[config.mk]
export PLATFORM = sky130hd
export DESIGN_NAME = alsu_pipe
export DESIGN_NICKNAME = d
export VERILOG_FILES = /design/src/rtl/alsu_pipe.sv
export SDC_FILE = /design/constraint.sdc
export NUM_CORES = 1
export LEC_CHECK = 0
export ABC_AREA = 1
export CAP_MARGIN = 15
export CORE_MARGIN = 4
export CORE_UTILIZATION = 29
export DETAILED_ROUTE_END_ITERATION = 10
export SLEW_MARGIN = 20
export SYNTH_ARGS = -nofsm -noshare
export SYNTH_HDL_FRONTEND = slang
export SYNTH_SLANG_ARGS = --single-unit
[constraint.sdc]
create_clock -name clk -period 1.85 [get_ports clk]
set_input_delay 0.37 -clock clk [delete_from_list [all_inputs] [get_ports clk]]
set_output_delay 0.37 -clock clk [all_outputs]
set_load 0.005 [all_outputs]
[src/rtl/alsu_pipe.sv]
// alsu_pipe: handshaked ALSU with capture stage and sequential multiplier.
// Ports: clk, rst (async, active-low), in_valid/in_ready, A, B, cin,
//   serial_in, direction, red_op_A/B, bypass_A/B, opcode -> out (2*WIDTH),
//   out_valid (1-cycle pulse), invalid (sticky), leds (blink while invalid).
module alsu_pipe #(
    parameter int    WIDTH          = 3,
    parameter string INPUT_PRIORITY = "A",
    parameter string FULL_ADDER     = "ON",
    parameter int    BLINK_DIV      = 4
) (
    input  logic                 clk,
    input  logic                 rst,
    input  logic                 in_valid,
    output logic                 in_ready,
    input  logic [WIDTH-1:0]     A,
    input  logic [WIDTH-1:0]     B,
    input  logic                 cin,
    input  logic                 serial_in,
    input  logic                 direction,
    input  logic                 red_op_A,
    input  logic                 red_op_B,
    input  logic                 bypass_A,
    input  logic                 bypass_B,
    input  logic [2:0]           opcode,
    output logic [2*WIDTH-1:0]   out,
    output logic                 out_valid,
    output logic                 invalid,
    output logic [15:0]          leds
);
    localparam int  W2     = 2 * WIDTH;
    localparam int  CW     = $clog2(WIDTH + 1);
    localparam int  BW     = $clog2(BLINK_DIV + 1);
    localparam bit  PRIO_A = (INPUT_PRIORITY == "A");
    localparam bit  FA_ON  = (FULL_ADDER == "ON");

    typedef enum logic {IDLE, BUSY} state_e;

    state_e            state_q;
    logic [W2-1:0]     out_q, acc_q, mcand_q, acc_d, res_d;
    logic [WIDTH-1:0]  mplier_q;
    logic [CW-1:0]     cnt_q;
    logic [BW-1:0]     blink_q;
    logic              out_valid_q, invalid_q, ill_d;
    logic [15:0]       leds_q;

    // captured command, executed on the edge after accept
    logic              c_vld_q, c_cin_q, c_sin_q, c_dir_q;
    logic              c_ra_q, c_rb_q, c_ba_q, c_bb_q;
    logic [WIDTH-1:0]  c_a_q, c_b_q;
    logic [2:0]        c_op_q;

    logic              accept, mul_in;
    logic [WIDTH-1:0]  red_src, byp_src;
    logic [W2-1:0]     a_ext, b_ext, cin_ext;

    assign in_ready  = (state_q == IDLE);
    assign accept    = in_valid && in_ready;
    // MUL only runs on the FSM when nothing overrides or rejects it
    assign mul_in    = (opcode == 3'd3) && !bypass_A && !bypass_B
                     && !red_op_A && !red_op_B;
    assign out       = out_q;
    assign out_valid = out_valid_q;
    assign invalid   = invalid_q;
    assign leds      = leds_q;

    assign acc_d = acc_q + (mplier_q[0] ? mcand_q : '0);

    always_ff @(posedge clk or negedge rst) begin
        if (!rst) begin
            c_vld_q <= 1'b0;
            c_a_q   <= '0;
            c_b_q   <= '0;
            c_cin_q <= 1'b0;
            c_sin_q <= 1'b0;
            c_dir_q <= 1'b0;
            c_ra_q  <= 1'b0;
            c_rb_q  <= 1'b0;
            c_ba_q  <= 1'b0;
            c_bb_q  <= 1'b0;
            c_op_q  <= '0;
        end else begin
            c_vld_q <= accept && !mul_in;
            if (accept) begin
                c_a_q   <= A;
                c_b_q   <= B;
                c_cin_q <= cin;
                c_sin_q <= serial_in;
                c_dir_q <= direction;
                c_ra_q  <= red_op_A;
                c_rb_q  <= red_op_B;
                c_ba_q  <= bypass_A;
                c_bb_q  <= bypass_B;
                c_op_q  <= opcode;
            end
        end
    end

    always_comb begin
        res_d   = '0;
        ill_d   = 1'b0;
        a_ext   = {{WIDTH{1'b0}}, c_a_q};
        b_ext   = {{WIDTH{1'b0}}, c_b_q};
        cin_ext = {{(W2-1){1'b0}}, c_cin_q & FA_ON};
        red_src = (c_ra_q && (!c_rb_q || PRIO_A)) ? c_a_q : c_b_q;
        byp_src = (c_ba_q && (!c_bb_q || PRIO_A)) ? c_a_q : c_b_q;
        if (c_ba_q || c_bb_q) begin
            res_d = {{WIDTH{1'b0}}, byp_src};
        end else if (c_op_q[2:1] == 2'b11) begin
            ill_d = 1'b1;
        end else if ((c_ra_q || c_rb_q) && c_op_q > 3'd1) begin
            ill_d = 1'b1;
        end else begin
            case (c_op_q)
                3'd0: res_d = (c_ra_q || c_rb_q)
                            ? {{(W2-1){1'b0}}, &red_src}
                            : a_ext & b_ext;
                3'd1: res_d = (c_ra_q || c_rb_q)
                            ? {{(W2-1){1'b0}}, ^red_src}
                            : a_ext ^ b_ext;
                3'd2: res_d = a_ext + b_ext + cin_ext;
                3'd4: res_d = c_dir_q
                            ? {out_q[W2-2:0], c_sin_q}
                            : {c_sin_q, out_q[W2-1:1]};
                3'd5: res_d = c_dir_q
                            ? {out_q[W2-2:0], out_q[W2-1]}
                            : {out_q[0], out_q[W2-1:1]};
                default: res_d = '0;
            endcase
        end
    end

    always_ff @(posedge clk or negedge rst) begin
        if (!rst) begin
            state_q     <= IDLE;
            out_q       <= '0;
            out_valid_q <= 1'b0;
            invalid_q   <= 1'b0;
            leds_q      <= '0;
            blink_q     <= '0;
            acc_q       <= '0;
            mcand_q     <= '0;
            mplier_q    <= '0;
            cnt_q       <= '0;
        end else begin
            out_valid_q <= 1'b0;
            if (accept) begin
                blink_q <= '0;
            end else if (invalid_q) begin
                if (blink_q == BW'(BLINK_DIV - 1)) begin
                    blink_q <= '0;
                    leds_q  <= ~leds_q;
                end else begin
                    blink_q <= blink_q + 1'b1;
                end
            end
            if (accept && mul_in) begin
                state_q  <= BUSY;
                acc_q    <= '0;
                mcand_q  <= {{WIDTH{1'b0}}, A};
                mplier_q <= B;
                cnt_q    <= '0;
            end
            if (state_q == BUSY) begin
                acc_q    <= acc_d;
                mcand_q  <= mcand_q << 1;
                mplier_q <= mplier_q >> 1;
                cnt_q    <= cnt_q + 1'b1;
                if (cnt_q == CW'(WIDTH - 1)) begin
                    state_q     <= IDLE;
                    out_q       <= acc_d;
                    out_valid_q <= 1'b1;
                    invalid_q   <= 1'b0;
                    leds_q      <= '0;
                end
            end
            // a capture-stage result never coincides with a MUL finish
            if (c_vld_q) begin
                out_q       <= res_d;
                out_valid_q <= 1'b1;
                invalid_q   <= ill_d;
                leds_q      <= ill_d ? 16'hFFFF : 16'h0000;
                if (ill_d) blink_q <= '0;
            end
        end
    end
endmodule

==> out/qor_table.md, run 1 <==
| Group | Metric | This run |
| --- | --- | --- |
| run status | Outcome | finished, final reports clean |
| cts | Num CTS Buffers | 9 |
| route | Detailed-route wire length per cell | 12.9 µm |
| route | Iteration-0 DRC count of the detailed router | 202 |
| floorplan | Area of the die | 0.0139 mm² |
| finish | Most frequent standard cell in the layout excluding fill and tap cells | sky130_fd_sc_hd__nand2_1 |
| global routing | Number of antenna violations at the first check in global routing | 0 |
| yosys | Mux contribution to synthesized area | 0% |
| cts | Worst-case clock buffer depth | 2 |
| floorplan | Vertical die dimension | 118 µm |
| sta | Final hold violation count | 0 |
| yosys | Complex-gate fraction of the synthesized area | 9.82% |
| global routing | First-pass GRT wire length | 14000 µm |
| yosys | Number of unique standard cell types used by synthesis | 34 |
| yosys | Combinational family with the most area after synthesis | simple AND/OR/NAND/NOR gates |
| route | Per-cell via count in the routed design | 4.61 |
| finish | Final instance count without filler cells | 621 |
| yosys | Dominant synthesized flop cell | sky130_fd_sc_hd__dfrtp_1 |
| floorplan | Effective utilization at floorplan | 30.1% |
| pwr | Total power divided by cell area | 1130 mW/mm² |
| yosys | Adder-cell share of the synthesized area | 5.66% |
| yosys | Synth Area per Inst | 8.21 µm² |
| critical path | Critical path class | reg -> out |
| sta | Worst clock skew | 5.69 ps |
| critical path | Number of cells on the worst reg-to-reg path | 8 |
| run | Max capacitance violation total | 0 |
| cts | Buffer type at the clock tree root | sky130_fd_sc_hd__clkbuf_16 |
| global routing | Vias in the first global route | 2857 |
| route | Total number of vias | 2864 |
| finish | Core Util, Final | 38.2% |
| yosys | Cell count after synthesis | 425 |
| placement | Global placer's final weighted congestion | 0.823 |
| finish | Area Growth Syn to Fin | 27.0% |
| finish | Proportion of layout cells with a drive suffix above 1 | 13.2% |
| yosys | Synth warnings | 0 |
| yosys | Yosys top cell area share | 44.4% |
| placement | Placed wire-length estimate | 5860 µm |
| sta | Unrepaired setup endpoints after global routing | true |
| critical path | Worst reg2reg path endpoint | out[1]$_DFFE_PN0P_ |
| global routing | Total congestion overflow | 0 |
| yosys | Register bit count reported by yosys | 62 |
| pwr | LEAKAGE | 2.18 nW |
| critical path | CP cell instances | inv_4 > clkdlybuf4s50_1 |
| floorplan | Standard-cell rows | 39 |
| critical path | Critical Path Source | state_q$_DFF_PN0_ |
| critical path | CP peak stage delay | 520 ps |
| sta | Fin Setup TNS | 0 ps |
| critical path | Critical path endpoint category | output port |
| worst hold path | Worst min-delay path category | in -> async |
| cts | Clock transition time at the flip-flop clock pins of the worst setup and hold paths | 50 ps |
| critical path | Crit Reg-Reg Startpoint | c_a_q[0]$_DFFE_PN0P_ |
| placement | Buffers on Ports | 43 |
| critical path | Arrival time worst endpoint | 1410 ps |
| sta | Tcrit/Tclk final | 96.5% |
| cts | Hold-fix buffers at CTS | 0 |
| route | DRC errors left | 0 |
| yosys | Sequential fraction of the synthesis area | 44.4% |
| cts | CTS H-tree depth | 3 |
| cts | Sink count of the clock tree | 62 |
| sta | Post-route minimum period | 1780 ps |
| yosys | Xor and xnor fraction of the mapped netlist area | 5.27% |
| yosys | Number of nets in the synthesized netlist | 458 |
| route | Remaining antenna violation count after routing | 0 |
| finish | Number of antenna diodes | 0 |
| finish | Commonest cells after routing, fill and taps aside | sky130_fd_sc_hd__nand2_1, sky130_fd_sc_hd__dfrtp_1, sky130_fd_sc_hd__clkdlybuf4s50_1 |
| floorplan | Floorplan Core Area | 0.0116 mm² |
| sta | Crit path setup slack, layout | 65.1 ps |
| sta | FMAX | 560 MHz |
| critical path | Largest delay share family, worst path | buffers and inverters |
| placement | Placed insts | 604 |
| route | Total Wirelength | 8000 µm |
| sta | Worst Max-Slew Pin Slew | 443 ps |
| floorplan | Die X | 118 µm |
| sta | Relative slew slack | 70.4% |
| sta | Setup violations, final | 0 |
| finish | Net count reported at finish | 506 |
| pwr | Worst supply voltage drop on vdd | 0.423 mV |
| placement | Worst slack, placed | 17.5 ps |
| sta | Pins over their slew limit | 0 |
| critical path | Worst endpoint required time | 1480 ps |
| yosys | Post-synthesis instance area | 0.00349 mm² |
| critical path | Buffers and inverters on the worst path | 2 |
| yosys | Post-synth EDFFs | 0 |
| yosys | Dominant cell type by area after synthesis | sky130_fd_sc_hd__dfrtp_1 |
| yosys | Simple-gate share of the synthesized area | 26.8% |
| critical path | Worst Setup EP | in_ready |
| global routing | Pin count of the biggest net entering global routing | 63 |
| critical path | CP Max Fanout | 3 |
| cts | Insertion delay to the later sink of the worst-skew pair | 330 ps |
| critical path | Register-to-register setup slack | 100 ps |
| critical path | Cell with the largest stage delay on the worst path | sky130_fd_sc_hd__clkdlybuf4s50_1 |
| global routing | Combined global-route utilization of all metal layers | 12.2% |
| yosys | Async S/R FF share, synth | 100% |
| floorplan | Number of top-level design ports | 44 |
| cts | TritonCTS clock tree | yes |
| critical path | Kind of launch point of the worst setup path | flop |
| route | Detailed-routing iteration count for the pre-antenna-repair pass | 4 |
| critical path | WP depth | 2 |
| yosys | Cells taking the most area after synthesis | sky130_fd_sc_hd__dfrtp_1, sky130_fd_sc_hd__nand2_1, sky130_fd_sc_hd__nand3_1 |
## through the flow
step	cell area [µm²]	total power, mW	hold slack (ps)
2_1_floorplan	3490	2.68	74.4
3_3_place_gp	4070	3.16	407
3_5_place_dp	4070	3.20	409
4_1_cts	4390	5.03	57.4
5_1_grt	4430	5.38	64.3
6_report	4430	5.01	36.8
## worst register-to-register path, delay by kind of cell (launching register included)
kind            cells  cell delay [ps]
buf+inv             2              150
flops               1              400
compound gates      2              180
simple gates        2              130
fa+ha+maj           2              810
## cell usage after synthesis (2+ instances only)
cell / count
sky130_fd_sc_hd__o21ai_1: 11
sky130_fd_sc_hd__nand3_1: 35
sky130_fd_sc_hd__buf_6: 5
sky130_fd_sc_hd__nand4_1: 2
sky130_fd_sc_hd__clkbuf_1: 2
sky130_fd_sc_hd__nand2_2: 4
sky130_fd_sc_hd__nor4_1: 2
sky130_fd_sc_hd__or2_2: 4
sky130_fd_sc_hd__dfrtp_1: 62
sky130_fd_sc_hd__nand2_4: 3
sky130_fd_sc_hd__buf_4: 2
sky130_fd_sc_hd__xnor2_1: 3
sky130_fd_sc_hd__a21oi_2: 3
sky130_fd_sc_hd__nor2_4: 3
sky130_fd_sc_hd__o21ai_0: 34
sky130_fd_sc_hd__buf_2: 6
sky130_fd_sc_hd__a21oi_1: 12
sky130_fd_sc_hd__xor2_1: 18
sky130_fd_sc_hd__inv_1: 36
sky130_fd_sc_hd__nand2_1: 122
sky130_fd_sc_hd__fa_1: 3
sky130_fd_sc_hd__inv_2: 5
sky130_fd_sc_hd__ha_1: 11
sky130_fd_sc_hd__nor2_1: 27
## layout make-up
cell class | instances | area, µm²
Fill cell | 1194 | 7180
Multi-Input combinational cell | 304 | 1700
Sequential cell | 62 | 1550
Timing Repair Buffer | 54 | 520
Clock buffer | 10 | 239
Tap cell | 143 | 179
Inverter | 42 | 160
Clock inverter | 6 | 85.1
## per-layer routing
metal,GRT usage [%],vias up,part of all wire [%],routed length (µm)
met1,16.5,1344,48,3880
li1,-,1452,-,-
met5,0,-,0,0
met3,2.45,17,3.7,300
met4,5.64,0,2.6,206
met2,18.8,51,45,3620
## repair_timing
action / 4_1_cts / 5_1_grt
pin swaps: 1 / 5
resized for setup: 0 / 9
endpoints found under the setup margin: 1 / 5
hold endpoints to repair: 0 / 0
setup buffers: 0 / 1
## flip-flops by register name, summed over array words and instances (netlist names), 3 cells and up
signal    cells
acc_q         6
blink_q       3
c_a_q         3
c_b_q         3
c_op_q        3
leds         16
mcand_q       6
mplier_q      3
out           6
## report_power, final
group,leakage [nW],switching [mW],internal (mW)
Combinational,1.24,0.678,0.627
Clock,0.154,0.590,1.21
Sequential,0.789,0.263,1.64
## cells by family (layout without fill, tap and decap cells)
family                   after synthesis  after routing
AO/OA/AOI/OAI                         63             63
XOR/XNOR                              21             21
adder cells (fa/ha/maj)               14             14
buffers and inverters                 59            112
flip-flops                            62             62
AND/OR/NAND/NOR                      206            206
## worst min-delay path by stage
stage,slack (ps),cells after the start,endpoint
after floorplan,70,0,acc_q[0]$_DFFE_PN0P_
after global placement,410,2,leds[3]$_DFF_PN0_
after detailed placement,410,2,leds[3]$_DFF_PN0_
after CTS,60,2,leds[7]$_DFF_PN0_
after global routing,60,2,leds[3]$_DFF_PN0_
final,40,2,leds[3]$_DFF_PN0_
Note: power is estimated with default switching activity, not from simulation.
==> inputs of run 2 (changes only) <==
--- a/config.mk
+++ b/config.mk
@@ -10,6 +10,7 @@
 export CORE_MARGIN = 4
 export CORE_UTILIZATION = 29
 export DETAILED_ROUTE_END_ITERATION = 10
+export DONT_BUFFER_PORTS = 1
 export SLEW_MARGIN = 20
 export SYNTH_ARGS = -nofsm -noshare
 export SYNTH_HDL_FRONTEND = slang
==> run 2 against run 1 <==
Compared with the run above: worst setup slack better by 30 ps; total power is 7.8% lower; register-to-register slack hardly changed; final cell count is 7.1% lower; via count is 5.6% lower; hold slack better by 110 ps; non-clock buffer count is 44 lower; maximum frequency is 1.7% higher; critical path depth is 8 higher; critical endpoint is now out[4]$_DFFE_PN0P_; largest cell class unchanged; largest power group unchanged.
==> out/qor_table.md, run 2 (synthesis gave the netlist of run 1 again) <==
| Group | Metric | This run | vs previous |
| --- | --- | --- | --- |
| run status | Outcome | finished, final reports clean |  |
| sta | Post-route minimum period | 1750 ps | -30.1 ps |
| pwr | Total power divided by cell area | 1160 mW/mm² | +2.5% |
| cts | Sink count of the clock tree | 62 | unchanged |
| sta | Tcrit/Tclk final | 94.9% | -1.6 points |
| sta | Unrepaired setup endpoints after global routing | true |  |
| placement | Buffers on Ports | 0 | -100% |
| floorplan | Area of the die | 0.0139 mm² | unchanged |
| global routing | Total congestion overflow | 0 | unchanged |
| route | Per-cell via count in the routed design | 4.69 | +1.7% |
| route | Detailed-route wire length per cell | 13.9 µm | +8.2% |
| sta | Pins over their slew limit | 0 | unchanged |
| floorplan | Vertical die dimension | 118 µm | unchanged |
| global routing | Vias in the first global route | 2736 | -4.2% |
| critical path | Kind of launch point of the worst setup path | flop |  |
| floorplan | Floorplan Core Area | 0.0116 mm² | unchanged |
| floorplan | Number of top-level design ports | 44 | unchanged |
| floorplan | Die X | 118 µm | unchanged |
| cts | Buffer type at the clock tree root | sky130_fd_sc_hd__clkbuf_16 |  |
| critical path | Cell with the largest stage delay on the worst path | sky130_fd_sc_hd__dfrtp_1 |  |
| critical path | Critical path class | reg -> reg |  |
| finish | Commonest cells after routing, fill and taps aside | sky130_fd_sc_hd__nand2_1, sky130_fd_sc_hd__dfrtp_1, sky130_fd_sc_hd__inv_1, sky130_fd_sc_hd__nand3_1, sky130_fd_sc_hd__o21ai_0 |  |
| finish | Core Util, Final | 34.3% | -3.8 points |
| global routing | Pin count of the biggest net entering global routing | 63 | unchanged |
| route | Iteration-0 DRC count of the detailed router | 109 | -46% |
| placement | Global placer's final weighted congestion | 0.817 | -0.67% |
| critical path | CP cell instances | nand2_1 > inv_2 > ha_4 > fa_2 > nand2_2 > nand2_2 > a21oi_2 > xor2_2 > a21oi_2 > nor2_1 |  |
| cts | CTS H-tree depth | 3 | unchanged |
| floorplan | Standard-cell rows | 39 | unchanged |
| run | Max capacitance violation total | 0 | unchanged |
| sta | Fin Setup TNS | 0 ps | unchanged |
| critical path | Arrival time worst endpoint | 2020 ps | +610 ps |
| worst hold path | Worst min-delay path category | in -> reg |  |
| pwr | LEAKAGE | 2.00 nW | -8.3% |
| route | DRC errors left | 0 | unchanged |
| floorplan | Effective utilization at floorplan | 30.1% | unchanged |
| finish | Area Growth Syn to Fin | 14.2% |  |
| critical path | Critical path endpoint category | flop |  |
| cts | Clock transition time at the flip-flop clock pins of the worst setup and hold paths | 50 ps | about the same |
| critical path | CP Max Fanout | 3 | unchanged |
| finish | Largest register FFs | 16 | unchanged |
| route | Total Wirelength | 8040 µm | +0.50% |
| cts | TritonCTS clock tree | yes |  |
| finish | Fill cell instance count of the final layout | 1183 | -0.92% |
| pwr | Sequential share of power | 41.9% | +3.9 points |
| cts | Insertion delay to the later sink of the worst-skew pair | 330 ps | about the same |
| pwr | Power share of the combinational group | 23.3% | -2.8 points |
| pwr | Fraction of power spent switching nets | 32.2% | +1.6 points |
| finish | Sequential cell area | 0.00155 mm² | unchanged |
| sta | Worst Max-Slew Pin Slew | 430 ps | -12.6 ps |
| finish | Number of antenna diodes | 0 | unchanged |
| global routing | First-pass GRT wire length | 13700 µm | -2.5% |
| finish | Most frequent standard cell in the layout excluding fill and tap cells | sky130_fd_sc_hd__nand2_1 |  |
| global routing | Combined global-route utilization of all metal layers | 12.2% | -0.061 points |
| pwr | Relative contribution of the clock network to total power | 34.9% | -1.0 points |
| pwr | Cell internal power dissipation | 3.13 mW | -9.9% |
| finish | Multi-input combinational cell area | 0.00171 mm² | +0.96% |
| critical path | CP peak stage delay | 380 ps | -140 ps |
| sta | Worst clock skew | 5.15 ps | -0.544 ps |
| cts | Worst-case clock buffer depth | 2 | unchanged |
| route | Remaining antenna violation count after routing | 0 | unchanged |
| sta | Setup violations, final | 0 | unchanged |
| placement | Placed wire-length estimate | 5760 µm | -1.8% |
| finish | Net count reported at finish | 462 | -8.7% |
| cts | Num CTS Buffers | 9 | unchanged |
| pwr | Worst supply voltage drop on vdd | 0.425 mV | +0.43% |
| sta | Final hold violation count | 0 | unchanged |
| finish | Proportion of layout cells with a drive suffix above 1 | 14.1% | +0.88 points |
| route | Total number of vias | 2705 | -5.6% |
| critical path | Worst endpoint required time | 2110 ps | +630 ps |
| pwr | Switch Pwr | 1.49 mW | -2.9% |
| sta | FMAX | 570 MHz | +1.7% |
| route | Detailed-routing iteration count for the pre-antenna-repair pass | 4 | unchanged |
| global routing | Number of antenna violations at the first check in global routing | 0 | unchanged |
| sta | Relative slew slack | 71.3% | +0.84 points |
-- run 2: worst max-delay path, delay by kind of cell, from the launching register on --
family                   cells  cell delay, ps
adder cells (fa/ha/maj)      2             530
flip-flops                   1             380
AND/OR/NAND/NOR              4             310
AO/OA/AOI/OAI                2             240
XOR/XNOR                     1             190
buffers and inverters        1              50
-- run 2: per-stage QoR --
step           cell area [µm²]  std cells  hold slack [ps]  power [mW]  worst slack [ps]
6_report                  3990        577              152        4.62              95.2
5_1_grt                   3990        577              150        4.95             -34.7
4_1_cts                   3920        575              138        4.61              51.6
3_5_place_dp              3600        557             75.9        2.93              8.28
3_3_place_gp              3600        557             75.9        2.90              64.1
2_1_floorplan             3490        425             74.4        2.68              42.6
-- run 2: what timing repair did --
action / 4_1_cts / 5_1_grt
hold buffers: 2 / 0
endpoints found under the setup margin: 1 / 6
endpoints found under the hold margin: 62 / 0
resized for setup: 1 / 12
setup buffers: 0 / 2
pin swaps: 1 / 7
-- run 2: final timing paths --
| kind | slack, ps | end | from | depth (start not counted) |
|---|---|---|---|---|
| worst max-delay path | 100 | out[4]$_DFFE_PN0P_ | mplier_q[0]$_DFFE_PN0P_ | 10 |
| worst min-delay path | 150 | c_rb_q$_DFFE_PN0P_ | red_op_B | 2 |
| worst max register to register | 100 | out[4]$_DFFE_PN0P_ | mplier_q[0]$_DFFE_PN0P_ | 10 |
| worst min register to register | 510 | mplier_q[2]$_DFFE_PN0P_ | mplier_q[2]$_DFFE_PN0P_ | 2 |
| max in group asynchronous | 990 | acc_q[5]$_DFFE_PN0P_ | rst | 2 |
| min in group asynchronous | 580 | leds[2]$_DFF_PN0_ | rst | 2 |
-- run 2: cell type report --
class                      instances  area share [%]
clock buffer                      12            5.93
clock inverter                     4            1.19
inverter                          42            4.02
multi-input combinational        304            43.0
sequential                        62            38.9
tap                              143            4.49
timing repair buffer              10            2.45
-- run 2: routing by layer --
metal  vias to the layer above  GRT usage (%)  routed length [µm]
met1                      1294           15.6                3720
met5                         -              0                   0
met3                         8           4.04                 453
met4                         0           4.54                 103
li1                       1365              -                   -
met2                        38           19.1                3770
-- run 2: power groups by stage --
stage          logic [mW]  registers [mW]  clock network, mW
5_1_grt              1.25            1.97               1.72
2_1_floorplan       0.834            1.85                  0
6_report             1.07            1.93               1.61
4_1_cts              1.03            1.92               1.65
3_5_place_dp        0.988            1.94                  0
3_3_place_gp        0.966            1.93                  0
==> inputs of run 3 (changes only) <==
==> constraint.sdc (replaced) <==
create_clock -name clk -period 1.5 [get_ports clk]
set_input_delay 0.3 -clock clk [delete_from_list [all_inputs] [get_ports clk]]
set_output_delay 0.3 -clock clk [all_outputs]
set_load 0.005 [all_outputs]
==> run 3 against run 2 <==
Compared with the run above: the run now ends with hold timing, setup timing left; non-clock buffer count grew 20; utilization grew 2.1 points; final cell count grew 3.3%; cell area grew 6.1%; flip-flop and latch count is the same; via count grew 4.4%; wire length grew 6.0%; die area is the same; maximum frequency grew 3.0%; critical path type unchanged; highest routed layer unchanged.
==> out/qor_table.md, run 3 (synthesis gave the netlist of run 1 again) <==
| Group | Metric | This run | vs previous |
| --- | --- | --- | --- |
| sta | Crit path setup slack, layout | -204 ps | -299 ps |
| floorplan | Die X | 118 µm | unchanged |
| route | Uppermost routed layer | met4 |  |
| critical path | Cell with the largest stage delay on the worst path | sky130_fd_sc_hd__dfrtp_1 |  |
| sta | Final hold violation count | 62 | +62 |
| sta | Setup violations, final | 9 | +9 |
| pwr | LEAKAGE | 2.12 nW | +6.0% |
| sta | Post-route minimum period | 1700 ps | -50.8 ps |
| sta | Worst Max-Slew Pin Slew | 340 ps | -90.9 ps |
| run status | Violated checks | hold timing, setup timing |  |
| route | Detailed-route wire length per cell | 14.3 µm | +2.6% |
| global routing | Combined global-route utilization of all metal layers | 12.7% | +0.55 points |
| global routing | Total congestion overflow | 0 | unchanged |
| floorplan | Standard-cell rows | 39 | unchanged |
| run | Max capacitance violation total | 0 | unchanged |
| placement | Worst slack, placed | -215 ps | -223 ps |
| finish | Area Growth Syn to Fin | 21.1% |  |
| route | Met2 wire len | 4030 µm | +6.8% |
| finish | Largest register FFs | 16 | unchanged |
| floorplan | Vertical die dimension | 118 µm | unchanged |
| sta | Relative slew slack | 77.4% | +6.1 points |
| finish | Final instance count without filler cells | 596 | +3.3% |
| route | Met3 layer wire length in the routed design | 472 µm | +4.2% |
| global routing | Vias in the first global route | 2797 | +2.2% |
| critical path | CP peak stage delay | 400 ps | +20 ps |
| placement | Global placer's final weighted congestion | 0.865 | +5.9% |
| sta | Tcrit/Tclk final | 114% | +19 points |
| finish | Post-route cell area | 0.00423 mm² | +6.1% |
| route | Wire length on met1 | 3800 µm | +2.1% |
| route | Iteration-0 DRC count of the detailed router | 92 | -16% |
| cts | Worst-case clock buffer depth | 2 | unchanged |
| route | Total number of vias | 2824 | +4.4% |
| cts | Num CTS Buffers | 9 | unchanged |
| critical path | Critical path class | reg -> reg |  |
| critical path | CP Max Fanout | 3 | unchanged |
| run status | Outcome | finished, violations left |  |
| floorplan | Number of top-level design ports | 44 | unchanged |
| route | DRC errors left | 0 | unchanged |
| placement | Placed insts | 576 | +3.4% |
| cts | Buffer type at the clock tree root | sky130_fd_sc_hd__clkbuf_16 |  |
| critical path | CP cell instances | nand2_2 > inv_2 > ha_4 > fa_2 > nand2_1 > nand2_1 > a21oi_2 > xor2_1 > a21oi_1 > nor2_1 |  |
| critical path | Largest delay share family, worst path | adder cells |  |
| finish | Commonest cells after routing, fill and taps aside | sky130_fd_sc_hd__nand2_1, sky130_fd_sc_hd__dfrtp_1, sky130_fd_sc_hd__nand3_1 |  |
| finish | Number of antenna diodes | 0 | unchanged |
| floorplan | Area of the die | 0.0139 mm² | unchanged |
| pwr | Overall power | 6.20 mW | +34% |
| route | Remaining antenna violation count after routing | 0 | unchanged |
| critical path | Worst endpoint required time | 1780 ps | -330 ps |
| sta | Hold WS | -348 ps | -500 ps |
| pwr | Total power divided by cell area | 1470 mW/mm² | +26% |
| critical path | Kind of launch point of the worst setup path | flop |  |
| cts | Insertion delay to the later sink of the worst-skew pair | 340 ps | about the same |
| cts | Clock transition time at the flip-flop clock pins of the worst setup and hold paths | 60 ps | about the same |
| finish | Most frequent standard cell in the layout excluding fill and tap cells | sky130_fd_sc_hd__nand2_1 |  |
| placement | Placed wire-length estimate | 5920 µm | +2.8% |
| critical path | Critical path endpoint category | flop |  |
| floorplan | Effective utilization at floorplan | 30.1% | unchanged |
| route | Total Wirelength | 8530 µm | +6.0% |
| placement | Buffers on Ports | 0 | unchanged |
| finish | Net count reported at finish | 482 | +4.3% |
| pwr | Worst supply voltage drop on vdd | 0.600 mV | +41% |
| floorplan | Floorplan Core Area | 0.0116 mm² | unchanged |
| route | Detailed-routing iteration count for the pre-antenna-repair pass | 4 | unchanged |
| worst hold path | Worst min-delay path category | in -> async |  |
| critical path | Buffers and inverters on the worst path | 1 | unchanged |
| critical path | Arrival time worst endpoint | 1980 ps | -40 ps |
| route | Per-cell via count in the routed design | 4.74 | +1.1% |
| global routing | First-pass GRT wire length | 13900 µm | +1.7% |
| cts | CTS H-tree depth | 3 | unchanged |
| sta | FMAX | 587 MHz | +3.0% |
| finish | Proportion of layout cells with a drive suffix above 1 | 21.2% | +7.1 points |
| placement | Placement-stage cell area | 0.00380 mm² | +5.7% |
| cts | Sink count of the clock tree | 62 | unchanged |
| global routing | Pin count of the biggest net entering global routing | 63 | unchanged |
| global routing | Number of antenna violations at the first check in global routing | 0 | unchanged |
| sta | Pins over their slew limit | 0 | unchanged |
| sta | Worst clock skew | 9.37 ps | +4.22 ps |
| critical path | Most common cell type on the critical path | sky130_fd_sc_hd__nand2_1 |  |
| sta | Unrepaired setup endpoints after global routing | true |  |
| cts | TritonCTS clock tree | yes |  |
-- run 3: final timing paths --
| kind | slack, ps | depth (start not counted) | from | end |
|---|---|---|---|---|
| max | -200 | 10 | mplier_q[0]$_DFFE_PN0P_ | out[4]$_DFFE_PN0P_ |
| min | -350 | 0 | rst | leds[2]$_DFF_PN0_ |
| max reg2reg | -200 | 10 | mplier_q[0]$_DFFE_PN0P_ | out[4]$_DFFE_PN0P_ |
| min reg2reg | 500 | 2 | c_rb_q$_DFFE_PN0P_ | c_rb_q$_DFFE_PN0P_ |
| max in group asynchronous | 1720 | 0 | rst | c_bb_q$_DFFE_PN0P_ |
| min in group clk | 70 | 2 | A[0] | c_a_q[0]$_DFFE_PN0P_ |
-- run 3: metal layers --
| layer | global-route usage [%] | vias to the layer above |
|---|---|---|
| met1 | 15.3 | 1355 |
| met4 | 7.03 | 0 |
| li1 | - | 1406 |
| met2 | 19.5 | 45 |
| met3 | 4.76 | 18 |
| met5 | 0 | - |
-- run 3: power by group --
group	switching [mW]	total (mW)	internal, mW
registers	0.363	2.39	2.02
clock network	0.778	2.23	1.45
logic	0.833	1.58	0.749
-- run 3: layout make-up --
| class | count | area (µm²) |
|---|---|---|
| fillers | 1236 | 7380 |
| multi-input cells | 304 | 1760 |
| flip-flops and latches | 62 | 1550 |
| repair buffers | 30 | 265 |
| clock buffers | 10 | 229 |
| well taps | 143 | 179 |
| inverters | 42 | 163 |
| clock inverters | 5 | 85.1 |
-- run 3: worst reg2reg max path: stages, from the launching register on --
cell and delay, ps:
sky130_fd_sc_hd__dfrtp_1 400, sky130_fd_sc_hd__nand2_2 70, sky130_fd_sc_hd__inv_2 40, sky130_fd_sc_hd__ha_4 150
sky130_fd_sc_hd__fa_2 350, sky130_fd_sc_hd__nand2_1 70, sky130_fd_sc_hd__nand2_1 60, sky130_fd_sc_hd__a21oi_2 130
sky130_fd_sc_hd__xor2_1 210, sky130_fd_sc_hd__a21oi_1 90, sky130_fd_sc_hd__nor2_1 80
-- run 3: repair_timing --
| action | in CTS | in global routing |
|---|---|---|
| gates resized for setup | 8 | 16 |
| setup buffers | 2 | 3 |
| pin swaps | 11 | 5 |
| setup endpoints to repair | 10 | 14 |
| hold endpoints to repair | 62 | 62 |
-- run 3: metrics by stage --
| stage | setup TNS (ps) | utilization (%) |
|---|---|---|
| after floorplan | -717 | - |
| after global placement | -1030 | 32.8 |
| after detailed placement | -1190 | 32.8 |
| after CTS | -1320 | 35.9 |
| after global routing | -2340 | 36.4 |
| final | -1300 | 36.4 |
